## src/rtl/quad_regfile.sv

```systemverilog
// Four-entry register file with one synchronous write port and two
// combinational read ports, each read port built from a quadmux.
// A same-cycle read of the register being written can optionally be
// forwarded straight from the write data.

// Four-input, one-output selector: sel 0..3 picks a, b, c, d.
module quadmux #(
   parameter int WIDTH = 8
) (
   input  logic [WIDTH-1:0] a,
   input  logic [WIDTH-1:0] b,
   input  logic [WIDTH-1:0] c,
   input  logic [WIDTH-1:0] d,
   input  logic [1:0]       sel,
   output logic [WIDTH-1:0] y
);

   // Pure combinational pick of one of the four inputs.
   always_comb begin
      y = a;
      unique case (sel)
         2'd0: y = a;
         2'd1: y = b;
         2'd2: y = c;
         2'd3: y = d;
         default: y = a;
      endcase
   end

endmodule

module quad_regfile #(
   parameter int WIDTH     = 8,
   parameter int BYPASS    = 1,
   parameter int RESET_VAL = 0
) (
   input  logic             clk,
   input  logic             rst,
   input  logic             we,
   input  logic [1:0]       waddr,
   input  logic [WIDTH-1:0] wdata,
   input  logic [1:0]       raddr_a,
   input  logic [1:0]       raddr_b,
   output logic [WIDTH-1:0] rdata_a,
   output logic [WIDTH-1:0] rdata_b,
   output logic [3:0]       dirty
);

   // Reset value cut down to the register width.
   localparam logic [WIDTH-1:0] RESET_WORD = WIDTH'(RESET_VAL);
   localparam bit               USE_BYPASS = (BYPASS != 0);

   logic [WIDTH-1:0] regs_q [4];
   logic [WIDTH-1:0] regs_d [4];
   logic [3:0]       dirty_q;
   logic [3:0]       dirty_d;

   logic [WIDTH-1:0] stored_a;
   logic [WIDTH-1:0] stored_b;
   logic             fwd_a;
   logic             fwd_b;

   // Next-state for storage and dirty flags: only the addressed entry changes on a write.
   always_comb begin
      for (int i = 0; i < 4; i++) begin
         regs_d[i] = regs_q[i];
      end
      dirty_d = dirty_q;
      if (we) begin
         regs_d[waddr]  = wdata;
         dirty_d[waddr] = 1'b1;
      end
   end

   // State registers; reset wins over any write presented in the same cycle.
   always_ff @(posedge clk) begin
      if (rst) begin
         for (int i = 0; i < 4; i++) begin
            regs_q[i] <= RESET_WORD;
         end
         dirty_q <= 4'b0000;
      end else begin
         for (int i = 0; i < 4; i++) begin
            regs_q[i] <= regs_d[i];
         end
         dirty_q <= dirty_d;
      end
   end

   quadmux #(.WIDTH(WIDTH)) u_mux_a (
      .a   (regs_q[0]),
      .b   (regs_q[1]),
      .c   (regs_q[2]),
      .d   (regs_q[3]),
      .sel (raddr_a),
      .y   (stored_a)
   );

   quadmux #(.WIDTH(WIDTH)) u_mux_b (
      .a   (regs_q[0]),
      .b   (regs_q[1]),
      .c   (regs_q[2]),
      .d   (regs_q[3]),
      .sel (raddr_b),
      .y   (stored_b)
   );

   // Forwarding decision per port; a reset cycle never forwards because the write is dropped.
   always_comb begin
      fwd_a = USE_BYPASS && we && !rst && (raddr_a == waddr);
      fwd_b = USE_BYPASS && we && !rst && (raddr_b == waddr);
   end

   // Final read data: forwarded write data or the stored register.
   always_comb begin
      rdata_a = fwd_a ? wdata : stored_a;
      rdata_b = fwd_b ? wdata : stored_b;
   end

   assign dirty = dirty_q;

endmodule

```

## config.mk

```make
export PLATFORM = sky130hd
export DESIGN_NAME = quad_regfile
export DESIGN_NICKNAME = d
export VERILOG_FILES = /design/src/rtl/quad_regfile.sv
export SDC_FILE = /design/constraint.sdc
export NUM_CORES = 1
export LEC_CHECK = 0
export CAP_MARGIN = 20
export CORE_UTILIZATION = 25
export CTS_BUF_LIST = sky130_fd_sc_hd__clkbuf_2 sky130_fd_sc_hd__clkbuf_4 sky130_fd_sc_hd__clkbuf_8
export CTS_CLUSTER_SIZE = 40
export DETAILED_ROUTE_END_ITERATION = 6
export GPL_TIMING_DRIVEN = 0
export PLACE_DENSITY = 0.46
export SYNTH_ARGS = -nofsm -noshare
export SYNTH_HDL_FRONTEND = slang
export SYNTH_SLANG_ARGS = --single-unit
```

## constraint.sdc

```tcl
create_clock -name clk -period 1.5 [get_ports clk]
set_clock_uncertainty 0.1 [all_clocks]
set_input_delay 0.3 -clock clk [delete_from_list [all_inputs] [get_ports clk]]
set_output_delay 0.3 -clock clk [all_outputs]
set_load 0.05 [all_outputs]
```

==> results of run 1 <==
[worst max-delay path: cells and delay by family (launching register included)]
kind     cells  cell delay (ps)
buf+inv      1              150
flops        1              330
mux          2              740
[cells in the final DEF (no fill, tap or decap), types with 2 or more instances in the layout]
master           synthesis  final
a21oi_1                 10     10
buf_12                   0      8
buf_2                    6      7
buf_4                    1      3
buf_6                    4     13
buf_8                    0      3
clkbuf_1                 2      2
clkbuf_8                 0      6
clkdlybuf4s15_2          0      4
clkdlybuf4s50_1          0      8
clkinv_2                 0      2
dfxtp_1                 36     23
dfxtp_2                  0     13
inv_1                    2      2
mux2_4                  16     16
mux2i_1                 24     24
mux4_2                  16     16
nand2_1                 16     16
nand3_4                  2      2
nand3b_1                 2      2
nor2_1                  28     28
xnor2_2                  4      4
[power breakdown]
| group | switching, mW | internal, mW | leakage [nW] |
|---|---|---|---|
| Sequential | 0.0223 | 0.992 | 0.299 |
| Clock | 0.354 | 0.367 | 0.0510 |
| Combinational | 0.294 | 0.262 | 0.822 |
| Total | 0.670 | 1.62 | 1.17 |
[final timing paths]
kind / to / slack [ps] / cells past startpoint / startpoint
hold reg to reg: dirty[2] / 350 / 2 / dirty[2]
setup / recovery: rdata_b[3] / -410 / 3 / regs_q[3][3]
hold / removal: regs_q[3][2] / 220 / 2 / rst
setup reg to reg: regs_q[2][3] / 640 / 3 / regs_q[2][3]
[state kept, by name, summed over array words and instances (netlist names)]
signal	cells
regs_q	32
dirty	4
[layer usage]
metal / routed length, um / vias up / share of wire
li1: - / 703 / -
met2: 2420 / 32 / 0.49
met5: 0 / - / 0
met3: 212 / 7 / 0.043
met1: 2280 / 668 / 0.46
met4: 72 / 0 / 0.014
[final cells by class]
type / count / area, um2
Buffer: 14 / 129
Sequential cell: 36 / 737
Clock inverter: 2 / 10.0
Clock buffer: 6 / 82.6
Multi-Input combinational cell: 122 / 1200
Inverter: 2 / 7.51
Timing Repair Buffer: 35 / 417
Fill cell: 803 / 5050
Tap cell: 102 / 128
[logic make-up after synthesis]
group,synth area share
XOR/XNOR,0.0322
flip-flops,0.357
buffers and inverters,0.0502
AO/OA/AOI/OAI,0.0248
AND/OR/NAND/NOR,0.120
multiplexers,0.416
[repair_timing]
action | 4_1_cts | 5_1_grt
hold buffers | 0 | 0
resized for setup | 133 | 11
cloned | 0 | 0
endpoints found under the setup margin | 28 | 16
buffers inserted | 4 | 2
[cell usage after synthesis]
cell and instances:
a21oi_1 10, nand3_1 1, buf_2 6, nand3_4 2, nand2_1 16, xnor2_2 4, mux2_4 16, clkbuf_1 2
nor2b_2 1, mux2i_1 24, and3_1 1, nand3b_1 2, nor2_1 28, nor3b_1 1, inv_1 2, buf_6 4
buf_4 1, mux4_2 16, buf_1 1, dfxtp_1 36
[stage by stage]
step	utilization	instance area, um2	TNS [ps]	instances
final	0.349	2710	-6390	319
after global routing	0.349	2710	-6930	319
after CTS	0.346	2690	-6590	317
after detailed placement	0.319	2480	-29080	305
after global placement	0.319	2480	-29530	305
after floorplan	-	2060	-2210	174
==> metrics.cfg, run 1 <==
[floorplanning]
io-pin-count = 37
die_h_um = 91.9
rows = 32
core-area_um2 = 7770
dieArea_um2 = 8450
die_w_um = 91.9
start_util = 0.260

[drt]
first_pass_iters = 4
drc = 0
avgViaCountPerCell = 4.42
vias = 1410
wl_per_cell_um = 15.6
wl_um = 4980
detail-route-antenna-nets = 0
drtIter0Drc = 62

[global_route]
grtUsageMet3 = 0.0290
grt_max_degree = 12
gr-usage-all-layers = 0.128
grt-ovfl-total = 0
grt_pass1_wl_um = 7940
grtUsageMet2 = 0.208
grt.busiest_layer = met2
antenna_found_initial = 0
first_global_vias = 1438
use_met1 = 0.167

[critical_path]
endpoint_kind = output port
critPathSlowestCell = mux4_2
critPathMaxFanout = 3
path_class = reg -> out
startpoint_type = flop
worst_ep_required_time_ps = 1100
slowest_delay_ps = 470
worst_ep_arrival_time_ps = 1510
crit_path_cell_trace = mux4_2, mux2_4, buf_6

[sta]
finalHoldViolCount = 0
slew_headroom = 0.629
setup_ws_ps = -410
rsz0062_at_grt = true
finalMaxSlewViolations = 0
tightest_slew_ps = 557
post-route-min-period_ps = 1910
setup_viol = 16
max_clock_freq_ghz = 0.524
hold_slack_ps = 220
layout_worst_path_cycle_share = 1.27

[power]
irDropWorstVdd_mv = 0.392
power.leakage_nw = 1.17
p_per_area_nw_per_um2 = 844
fin_total_pwr_mw = 2.29

[yosys]
synthesis.area_um2 = 2020
synth-seq-cells = 36
yosysSeqAreaShare = 0.357
synth_top_area_cell = dfxtp_1
syn_area_per_cell_um2 = 11.6
synth_top_area_frac = 0.357
yosysWarningCount = 0
synthDistinctLibCells = 20
syn-instance-count = 174
synth_nets = 191
synthTopCellsByArea = dfxtp_1 (36%), mux4_2 (18%), mux2i_1 (12%)

[placement]
io_buffer_count = 29
dp_worst_setup_slack_ps = -1290
place_congestion = 0.682
place_hpwl_um = 3270

[clock_network]
clock_latency_ps = 290
htreeDepth = 2
cts_tree = done
path_clk_slew_ps = 70
cts.sinks = 36
cts_buffers = 5
cts_buffer_depth = 2
cts-root-buf = clkbuf_8

[cells_and_area]
syn_to_final_growth_pct = 34.3
drive_above_1_share = 0.452
num_antenna_cells = 0
nNetsFinal = 233

[min_path]
hp-class = in -> reg

[run_status]
status = complete, but fails checks
violations = setup timing

[run]
drv_cap = 0

Note: power is estimated with default switching activity, not from simulation.
==> run 2, diff against run 1 <==
--- a/config.mk
+++ b/config.mk
@@ -7,11 +7,11 @@
 export LEC_CHECK = 0
 export CAP_MARGIN = 20
 export CORE_UTILIZATION = 25
-export CTS_BUF_LIST = sky130_fd_sc_hd__clkbuf_2 sky130_fd_sc_hd__clkbuf_4 sky130_fd_sc_hd__clkbuf_8
 export CTS_CLUSTER_SIZE = 40
 export DETAILED_ROUTE_END_ITERATION = 6
 export GPL_TIMING_DRIVEN = 0
 export PLACE_DENSITY = 0.46
+export REMOVE_ABC_BUFFERS = 1
 export SYNTH_ARGS = -nofsm -noshare
 export SYNTH_HDL_FRONTEND = slang
 export SYNTH_SLANG_ARGS = --single-unit
==> run 2 against run 1 <==
Net effect:
- the run still ends with setup timing left
- combinational power shrank 2%
- sequential share of layout area grew 0.096 points
- register-to-register slack improved by 110 ps
- critical path type unchanged
- largest cell class unchanged
==> metrics.cfg, run 2 (synthesis gave the netlist of run 1 again) <==
[global_route]
grt-ovfl-total = 0  ; unchanged
grt_max_degree = 38  ; was 12
grt_pass1_wl_um = 7840  ; was 7940 um
first_global_vias = 1389  ; was 1438
antenna_found_initial = 0  ; unchanged
gr-usage-all-layers = 0.128  ; about the same

[placement]
place_hpwl_um = 3090  ; was 3270 um
place_congestion = 0.686  ; was 0.682
dp.cells = 299  ; was 305
io_buffer_count = 36  ; was 29

[min_path]
holdPathEnd = dirty[0]  ; was regs_q[3][2]
whs_path_depth = 2  ; unchanged
min_from = rst  ; unchanged
hp-class = in -> reg  ; unchanged

[sta]
tightest_slew_ps = 763  ; was 557 ps
slew_headroom = 0.490  ; was 0.629
setup_ws_ps = -408  ; was -410 ps
setup_viol = 16  ; unchanged
setup_tns_ps = -6320  ; was -6390 ps
finalHoldViolCount = 0  ; unchanged
rsz0062_at_grt = true  ; unchanged
layout_worst_path_cycle_share = 1.27  ; about the same
finalMaxSlewViolations = 0  ; unchanged
hold_slack_ps = 253  ; was 220 ps
post-route-min-period_ps = 1910  ; about the same
max_clock_freq_ghz = 0.524  ; about the same

[critical_path]
path_class = reg -> out  ; unchanged
critPathMaxFanout = 3  ; unchanged
startpoint_type = flop  ; unchanged
r2r-end = regs_q[0][3]  ; was regs_q[2][3]
reg2reg_from = regs_q[0][3]  ; was regs_q[2][3]
endpoint_kind = output port  ; unchanged
worst_ep_required_time_ps = 1100  ; about the same
worst_ep_arrival_time_ps = 1510  ; about the same
reg2reg_slack_ps = 750  ; was 640 ps
r2r_cells = 2  ; was 3

[drt]
drtIter0Drc = 79  ; was 62
wl_per_cell_um = 15.8  ; was 15.6 um
wl_um = 4970  ; was 4980 um
first_pass_iters = 4  ; unchanged
vias = 1422  ; was 1410
avgViaCountPerCell = 4.53  ; was 4.42
drc = 0  ; unchanged
detail-route-antenna-nets = 0  ; unchanged

[clock_network]
cts_buffer_depth = 2  ; unchanged
cts.sinks = 36  ; unchanged
cts_hold_buffers = 0  ; unchanged
path_clk_slew_ps = 70  ; about the same
cts_buffers = 5  ; unchanged
cts_tree = done  ; unchanged
htreeDepth = 2  ; unchanged
clock_latency_ps = 290  ; about the same
cts-root-buf = clkbuf_8  ; unchanged

[cells_and_area]
num_antenna_cells = 0  ; unchanged
final_cell_mix = nor2_1 (28), dfxtp_1 (28), mux2i_1 (24)  ; was nor2_1 (28), mux2i_1 (24), dfxtp_1 (23)
nNetsFinal = 228  ; was 233
drive_above_1_share = 0.429  ; was 0.452
stdcell_count = 314  ; was 319
largest_reg_flops = 32  ; unchanged
regMostFlops = regs_q  ; unchanged
utilization = 0.345  ; was 0.349
syn_to_final_growth_pct = 32.7  ; was 34.3%

[power]
irDropWorstVdd_mv = 0.310  ; was 0.392 mV
power.switching_mw = 0.665  ; was 0.670 mW
clkPwrFrac = 0.350  ; was 0.314
internal_power_mw = 1.74  ; was 1.62 mW
p_seq_frac = 0.422  ; was 0.443
comb_power_share = 0.228  ; was 0.243
p_per_area_nw_per_um2 = 895  ; was 844 nW/um2
fin_total_pwr_mw = 2.40  ; was 2.29 mW
power.leakage_nw = 1.15  ; was 1.17 nW
switching_share = 0.277  ; was 0.292

[floorplanning]
die_h_um = 91.9  ; unchanged
rows = 32  ; unchanged
io-pin-count = 37  ; unchanged
start_util = 0.260  ; unchanged
dieArea_um2 = 8450  ; unchanged
die_w_um = 91.9  ; unchanged
core-area_um2 = 7770  ; unchanged

[run]
drv_cap = 0  ; unchanged

[run_status]
violations = setup timing  ; unchanged
status = complete, but fails checks  ; unchanged

## run 2: cell count changes in the layout (fill, tap and decap cells not counted), sizes merged
| cell | change |
|---|---|
| clkinv | -1 |
| clkbuf | -2 |
| buf | -3 |
| bufinv | +1 |
## run 2: layer usage
metal	routed length, um	global-route usage	part of all wire	vias up
met5	0	0	0	-
met4	80	0.0469	0.016	0
met3	220	0.0274	0.044	9
met2	2310	0.192	0.46	32
met1	2360	0.180	0.47	684
li1	-	-	-	697
## run 2: worst max-delay path, stage by stage, from the launching register on
cell,delay [ps]
dfxtp_2,330
mux4_2,440
mux2_4,290
buf_8,150
## run 2: repair_timing
action | 4_1_cts | 5_1_grt
setup buffers | 6 | 1
endpoints found under the setup margin | 56 | 19
resized for setup | 169 | 7
pin swaps | 5 | 0
## run 2: power groups by stage
| stage | registers [mW] | clock network (mW) | logic, mW |
|---|---|---|---|
| after global routing | 1.02 | 0.921 | 0.579 |
| after CTS | 1.01 | 0.879 | 0.548 |
| after global placement | 1.03 | 0 | 0.511 |
| after floorplan | 1.05 | 0 | 0.295 |
| final | 1.01 | 0.841 | 0.547 |
| after detailed placement | 1.03 | 0 | 0.514 |
## run 2: how the worst max path moves through the flow
stage,start,endpoint,slack (ps),cells after the start
final,regs_q[0][1],rdata_a[1],-410,3
after global routing,regs_q[0][1],rdata_a[1],-460,3
after CTS,regs_q[3][6],rdata_a[6],-420,3
after detailed placement,raddr_b[0],rdata_b[3],-1760,4
after global placement,rst,rdata_a[1],-2340,5
after floorplan,waddr[0],regs_q[0][0],-300,3
## run 2: layout make-up
type	count	area, um2
inverters	2	7.51
fillers	810	5090
clock inverters	2	35.0
well taps	102	128
repair buffers	44	499
clock buffers	6	72.6
multi-input cells	122	1210
flip-flops and latches	36	731
## run 2: per-stage QoR
stage	setup WS, ps	area, um2
3_3_place_gp	-2340	2410
6_report	-408	2680
3_5_place_dp	-1760	2430
2_1_floorplan	-297	1930
4_1_cts	-418	2650
5_1_grt	-458	2680
==> run 3, diff against run 2 <==
--- a/config.mk
+++ b/config.mk
@@ -7,7 +7,6 @@
 export LEC_CHECK = 0
 export CAP_MARGIN = 20
 export CORE_UTILIZATION = 25
-export CTS_CLUSTER_SIZE = 40
 export DETAILED_ROUTE_END_ITERATION = 6
 export GPL_TIMING_DRIVEN = 0
 export PLACE_DENSITY = 0.46
==> results of run 3 <==
No change in the layout: final DEF, timing and power equal those of run 2.
